[src/rtl/rom_arbiter.sv]
// Two-master arbiter/sequencer for the shared boot ROM.
// Master 0 is the instruction-fetch port, master 1 the data/loader port.
// One access at a time: IDLE -> ACCESS -> WAIT -> IDLE. All outputs registered.
//
//   state  | meaning
//   -------+-----------------------------------------------------------
//   IDLE   | arbitrate requests; skipped while a rdy pulse is being issued
//   ACCESS | cs_n/as_n low presented to the ROM for exactly one cycle
//   WAIT   | cs_n held low, waiting for rom_rdy_n or the timeout
module rom_arbiter #(
  parameter int ADDR_W  = 11,
  parameter int DATA_W  = 32,
  parameter int TMO_CYC = 15
) (
  input  logic              clk_i,
  input  logic              reset_i,
  input  logic              m0_req_n_i,
  input  logic [ADDR_W-1:0] m0_addr_i,
  output logic              m0_grnt_n_o,
  output logic [DATA_W-1:0] m0_rd_data_o,
  output logic              m0_rdy_n_o,
  input  logic              m1_req_n_i,
  input  logic [ADDR_W-1:0] m1_addr_i,
  output logic              m1_grnt_n_o,
  output logic [DATA_W-1:0] m1_rd_data_o,
  output logic              m1_rdy_n_o,
  output logic              rom_cs_n_o,
  output logic              rom_as_n_o,
  output logic [ADDR_W-1:0] rom_addr_o,
  input  logic [DATA_W-1:0] rom_rd_data_i,
  input  logic              rom_rdy_n_i,
  output logic              tmo_err_o
);

  typedef enum logic [1:0] {
    IDLE   = 2'd0,
    ACCESS = 2'd1,
    WAIT   = 2'd2
  } state_t;

  // Timeout is a down-counter loaded on entry to WAIT; terminal count is 1.
  localparam logic [3:0] TMO_LOAD = 4'(TMO_CYC);

  state_t            state_q;
  logic              owner_q;     // master that currently owns the ROM
  logic              prio_q;      // master preferred on a tie (0 = m0)
  logic [3:0]        tmo_q;
  logic              m0_grnt_n_q, m1_grnt_n_q;
  logic              m0_rdy_n_q, m1_rdy_n_q;
  logic [DATA_W-1:0] m0_rd_data_q, m1_rd_data_q;
  logic              rom_cs_n_q, rom_as_n_q;
  logic [ADDR_W-1:0] rom_addr_q;
  logic              tmo_err_q;

  logic              pulse_busy;
  logic              pick_m0, pick_m1;
  logic              wait_done;

  // Arbitration decode. The served master still holds its request during its
  // rdy pulse, so requests are not looked at in that cycle; this also yields
  // the one IDLE cycle between back-to-back accesses.
  always_comb begin
    pulse_busy = !m0_rdy_n_q || !m1_rdy_n_q;
    pick_m0    = !m0_req_n_i && (m1_req_n_i || !prio_q);
    pick_m1    = !m1_req_n_i && !pick_m0;
    wait_done  = !rom_rdy_n_i || (tmo_q == 4'd1);
  end

  // Sequencer FSM with all outputs registered.
  always_ff @(posedge clk_i) begin
    if (reset_i) begin
      state_q      <= IDLE;
      owner_q      <= 1'b0;
      prio_q       <= 1'b0;
      tmo_q        <= '0;
      m0_grnt_n_q  <= 1'b1;
      m1_grnt_n_q  <= 1'b1;
      m0_rdy_n_q   <= 1'b1;
      m1_rdy_n_q   <= 1'b1;
      m0_rd_data_q <= '0;
      m1_rd_data_q <= '0;
      rom_cs_n_q   <= 1'b1;
      rom_as_n_q   <= 1'b1;
      rom_addr_q   <= '0;
      tmo_err_q    <= 1'b0;
    end else begin
      m0_rdy_n_q <= 1'b1;
      m1_rdy_n_q <= 1'b1;
      tmo_err_q  <= 1'b0;
      case (state_q)
        IDLE: begin
          if (!pulse_busy && (pick_m0 || pick_m1)) begin
            owner_q     <= pick_m1;
            rom_addr_q  <= pick_m1 ? m1_addr_i : m0_addr_i;
            m0_grnt_n_q <= !pick_m0;
            m1_grnt_n_q <= !pick_m1;
            rom_cs_n_q  <= 1'b0;
            rom_as_n_q  <= 1'b0;
            state_q     <= ACCESS;
          end
        end
        ACCESS: begin
          rom_as_n_q <= 1'b1;
          tmo_q      <= TMO_LOAD;
          state_q    <= WAIT;
        end
        WAIT: begin
          if (wait_done) begin
            // rom_rdy_n still high here means the timeout fired: return zero.
            if (owner_q) begin
              m1_rdy_n_q   <= 1'b0;
              m1_rd_data_q <= rom_rdy_n_i ? '0 : rom_rd_data_i;
            end else begin
              m0_rdy_n_q   <= 1'b0;
              m0_rd_data_q <= rom_rdy_n_i ? '0 : rom_rd_data_i;
            end
            tmo_err_q   <= rom_rdy_n_i;
            m0_grnt_n_q <= 1'b1;
            m1_grnt_n_q <= 1'b1;
            rom_cs_n_q  <= 1'b1;
            prio_q      <= !owner_q;
            state_q     <= IDLE;
          end else begin
            tmo_q <= tmo_q - 4'd1;
          end
        end
        default: state_q <= IDLE;
      endcase
    end
  end

  assign m0_grnt_n_o  = m0_grnt_n_q;
  assign m1_grnt_n_o  = m1_grnt_n_q;
  assign m0_rdy_n_o   = m0_rdy_n_q;
  assign m1_rdy_n_o   = m1_rdy_n_q;
  assign m0_rd_data_o = m0_rd_data_q;
  assign m1_rd_data_o = m1_rd_data_q;
  assign rom_cs_n_o   = rom_cs_n_q;
  assign rom_as_n_o   = rom_as_n_q;
  assign rom_addr_o   = rom_addr_q;
  assign tmo_err_o    = tmo_err_q;

endmodule

[config.mk]
export PLATFORM = sky130hd
export DESIGN_NAME = rom_arbiter
export DESIGN_NICKNAME = d
export VERILOG_FILES = /design/src/rtl/rom_arbiter.sv
export SDC_FILE = /design/constraint.sdc
export NUM_CORES = 1
export LEC_CHECK = 0
export BUFFER_PORTS_ARGS = -buffer_cell sky130_fd_sc_hd__buf_2
export CORE_AREA = 2 2 114 72
export CTS_BUF_LIST = sky130_fd_sc_hd__clkbuf_8
export DETAILED_ROUTE_END_ITERATION = 12
export DIE_AREA = 0 0 116 74
export MAX_ROUTING_LAYER = met4
export PLACE_DENSITY_LB_ADDON = 0.08
export SYNTH_ARGS = -nofsm -noshare
export SYNTH_HDL_FRONTEND = slang
export SYNTH_SLANG_ARGS = --single-unit
[constraint.sdc]
create_clock -name clk_i -period 4.2 [get_ports clk_i]
set_clock_uncertainty 0.1 [all_clocks]
set_input_delay 0.84 -clock clk_i [delete_from_list [all_inputs] [get_ports clk_i]]
set_output_delay 0.84 -clock clk_i [all_outputs]
set_load 0.01 [all_outputs]
# Word level (Yosys, flattened, before mapping)
# Index checks and enable logic that the tools add are counted.
# op_classes
addsub	1
mul	0
div_mod_pow	0
n_lt_le_gt_ge	0
n_eq_ne	6
n_shift	0
n_mux	17
bitwise_logic	3
reduce_logical	30
# ops
op	n
32-bit two-way mux	1
11-bit two-way mux	1
1-bit zero test	10
2-bit AND reduction	5
3-bit AND reduction	3
1-bit one-hot mux with 2 select lines	4
4-bit one-hot mux with 2 select lines	1
1-bit two-way mux	6
2-bit != test (second input constant)	3
2-bit one-hot mux with 3 select lines	1
2-bit nonzero test	3
4-bit by 1-bit == test with 1-bit output (second input constant)	1
1-bit logical OR	4
2-bit two-way mux	2
4-bit two-way mux	1
4-bit by 1-bit subtractor with 4-bit output (second input constant)	1
1-bit logical AND	3
1-bit NOT	3
3-bit OR reduction	1
2-bit by 1-bit == test with 1-bit output (second input constant)	1
2-bit == test (second input constant)	1
2-bit zero test	1
# word_totals
ff_bits	90
latch_bits	0
ram_bits	0
rom_bits	0
in_bits	59
out_inout_bits	82
word_cells	71
memories	0

# Logic depth before layout (Yosys ltp)
# depth
word_depth	9
ltp_mapped	6
ltp_nobuf	5

# Least setup slack after synthesis
# Ideal clock, no wire load.
# synth_path
path_type	in2reg
from	input m1_req_n_i
to	register m1_grnt_n_q, in the netlist m1_grnt_n_o
setup_time_ns	0.120
arrival_ns	1.656
required_ns	3.980
setup_slack_ns	2.324
stages	4
path_buffers	1
cell_sequence	o21ba_2 -> buf_4 -> nand3_1 -> a211o_1
# synth_between
elab_chain_len	8
word_cells_on_any_way	12
cone_classes	eq/ne: 1; mux: 2; reduce/logical: 9
# synth_lines
item	line_no	source
start: declaration	22	input logic m1_req_n_i,
1-bit logical OR	64	pick_m0 = !m0_req_n_i && (m1_req_n_i || !prio_q);
1-bit logical AND	64	
1-bit zero test	65	pick_m1 = !m1_req_n_i && !pick_m0;
1-bit logical AND	65	
1-bit logical OR	92	if (!pulse_busy && (pick_m0 || pick_m1)) begin
1-bit logical AND	92	
2-bit != test (no line)	n/a	
3-bit AND reduction (no line)	n/a	
end signal: assignment	96	m1_grnt_n_q <= !pick_m1;
end: declaration	48	logic m0_grnt_n_q, m1_grnt_n_q;
# Parallel ways exist; a longest one is shown, timed or not. The select of a mux whose other input is x is not followed.
# A chain may end at the register's enable or synchronous reset.

# Worst setup path after layout
# layout_path
from	input rom_rdy_n_i
to	register m1_rd_data_q[5], in the netlist m1_rd_data_o[5]
# layout_between
elab_chain_len	3
word_cells_on_any_way	4
cone_classes	mux: 1; reduce/logical: 3
# layout_lines
item	line_no	source
start: declaration	31	input logic rom_rdy_n_i,
1-bit zero test	66	wait_done = !rom_rdy_n_i || (tmo_q == 4'd1);
1-bit logical OR	66	
3-bit AND reduction (no line)	n/a	
end signal: assignment	112	m1_rd_data_q <= rom_rdy_n_i ? '0 : rom_rd_data_i;
end: declaration	50	logic [DATA_W-1:0] m0_rd_data_q, m1_rd_data_q;
# Parallel ways exist; a longest one is shown, timed or not.

==> out/results.md <==
### Outcome
- outcome: completed

### Worst setup path
- CP Max Fanout: 36
- maximum cell stage delay along the critical path: 500 ps
- Worst Setup Path Type: input pin to flop
- startpoint type of the worst setup path: input pin
- number of buffers and inverters on the critical path: 3
- critical path data arrival time: 2530 ps
- Required @ worst endpoint: 4380 ps
- kind of cell adding the most delay to the critical path: buffers and inverters
- worst-path cell with the longest stage delay: o211ai_4
- capturing element type of the critical path: flop
- crit path cell chain: buf_2 > inv_2 > o211ai_4 > buf_4 > mux2i_1

### Yosys
- number of distinct library cells after synthesis: 40
- count of flip-flops with a built-in enable after synthesis: 0
- yosys synthesis warning count: 0
- leading register cell type out of synthesis: dfxtp_1
- synthesized netlist net count: 423
- register area share after synthesis: 49.6%
- Post-Synthesis Cells: 362
- cell area after technology mapping: 0.00364 mm2
- syn avg cell area: 10.0 um2
- share of flip-flops with an asynchronous set or reset: 0%
- number of storage elements in the synthesis netlist: 90

### Finish
- Area growth, synth to finish: 23.6%
- number of standard cells in the final layout excluding fillers: 599
- most used cells in the layout excluding fill and tap cells: buf_2 (140), dfxtp_1 (90), mux2i_1 (75)
- finished layout cell area: 0.00449 mm2
- fraction of layout instances using a drive strength above 1: 32.8%
- Antenna Diode Count: 0
- # fillers: 693
- Nets: 550
- commonest non-fill, non-tap cell in the layout: buf_2

### STA
- unrepaired setup endpoints after global routing: false
- worst setup slack after layout: 1850 ps
- count of endpoints failing hold in the final timing report: 0
- count of final setup violators: 0
- final total negative setup slack: 0 ps
- Tcrit/Tclk final: 55.9%
- worst slew pin tran: 852 ps
- highest attainable clock frequency: 426 MHz
- headroom to the max-slew limit: 43.0%
- final max-slew violation count: 0
- clock period minus final worst setup slack: 2350 ps

### Global routing
- largest net degree at the start of global routing: 103
- GRT Overall Usage: 21.4%
- aggregate global routing overflow: 0
- first-pass GRT wire length: 13.6 mm
- initial antenna violation count: 0
- vias in the first global route: 2754

### Route
- routed vias: 3038
- post-detailed-routing wire length: 8.72 mm
- number of detailed-routing iterations run before antenna repair: 4
- number of violations reported at the end of detailed-routing iteration 0: 221
- final routed DRC violation total: 0
- wire per inst: 14.6 um
- Via density: 5.07
- post-route ant nets: 0

### Clocking
- clock insertion delay at the later pin of the skew report: 360 ps
- number of setup buffers added after CTS: 0
- number of gates given a new drive strength after cts: 0
- CTS clock-pin slew for the worst setup and hold paths: 80 ps
- sink count of the clock tree: 90
- number of clock buffers inserted by TritonCTS: 9
- hold buffer count at cts: 0
- clk root buf: clkbuf_8
- Max Buffers Root-to-Sink: 2
- H-tree levels: 3
- CTS tree: built

### Floorplanning
- Initial Utilization: 48.0%
- Die Wd: 116 um
- num ports: 141
- die boundary height: 74 um
- std cell rows: 25
- core box area: 0.00757 mm2
- die footprint: 0.00858 mm2

### Place
- placed instance count: 586
- worst slack at placement: 1490 ps
- placer's final routability congestion estimate: 0.744
- # port buffers: 140
- post-detail-place hpwl: 5.99 mm
- total placed instance area: 0.00435 mm2

### Power and ir drop
- post-layout power: 1610 uW
- Worst VDD drop: 201 uV
- leakage power: 0.00240 uW
- pwr/cell area: 357 mW/mm2

### Job
- max cap viols: 0

### Hold path
- Min-Delay Path Class: flop to flop

[layout make-up]
type,instances,area (um2),area share [%]
clock buffers,9,124,2.76
clock inverters,4,16.3,0.362
inverters,5,18.8,0.418
multi-input cells,240,1660,37.0
flip-flops and latches,90,1800,40.1
well taps,108,135,3.01
repair buffers,143,736,16.4
[through the flow]
stage	utilization, %	hold slack, ps
after floorplan	-	323
after global placement	57.5	344
after detailed placement	57.5	349
after CTS	59.4	360
after global routing	59.4	379
final	59.4	356
[Yosys cell counts, drive strengths merged, types with 5 or more instances]
cell | n | area [um2]
buf | 10 | 88.8
inv | 5 | 18.8
mux2i | 75 | 751
dfxtp | 90 | 1800
a21oi | 14 | 70.1
nand3 | 35 | 175
nand2 | 66 | 248
a211oi | 13 | 97.6
clkbuf | 17 | 63.8
[power by group]
part           internal, uW  leakage (uW)  switching, uW
sequential              887      0.000731           22.7
clock                   198     0.0000846            276
combinational          94.4       0.00158            128
total                  1180       0.00240            426
[cells by family (layout without fill, tap and decap cells)]
| kind of cell | after synthesis | in the layout | share of synthesized area, % |
|---|---|---|---|
| mux | 75 | 75 | 20.6 |
| flops | 90 | 90 | 49.6 |
| buf+inv | 32 | 161 | 4.71 |
| compound gates | 43 | 43 | 8.88 |
| simple gates | 120 | 120 | 15.5 |
| fa+ha+maj | 2 | 2 | 0.688 |
[flip-flops by register name, indices dropped and copies added (netlist names)]
name / flops
state_q: 2
rom_cs_n_o: 1
m0_rd_data_o: 32
m1_rd_data_o: 32
m1_grnt_n_o: 1
m1_rdy_n_o: 1
rom_as_n_o: 1
owner_q: 1
rom_addr_o: 11
m0_grnt_n_o: 1
m0_rdy_n_o: 1
tmo_err_o: 1
prio_q: 1
tmo_q: 4
[worst register-to-register path, cell delays in order (launching register included)]
cell      delay [ps]
dfxtp_1          350
inv_1             70
ha_1             190
nor3b_4          180
o211ai_4         390
buf_4            480
mux2i_1          270
[worst paths after layout]
| kind | from | end | slack (ps) | cells past startpoint |
|---|---|---|---|---|
| min reg2reg | m1_rd_data_o[11] | m1_rd_data_o[11] | 360 | 2 |
| max | rom_rdy_n_i | m1_rd_data_o[5] | 1850 | 5 |
| max reg2reg | tmo_q[1] | m1_rd_data_o[5] | 2100 | 6 |
| min | m1_rd_data_o[11] | m1_rd_data_o[11] | 360 | 2 |
[per-layer routing]
| layer | vias up | track usage (%) | wire length (um) |
|---|---|---|---|
| met5 | - | - | 0 |
| met4 | 0 | 5.29 | 72 |
| met3 | 7 | 7.42 | 535 |
| met2 | 97 | 30.0 | 3720 |
| met1 | 1411 | 29.6 | 4400 |
| li1 | 1523 | - | - |
Power figures use the tool's default switching activity.
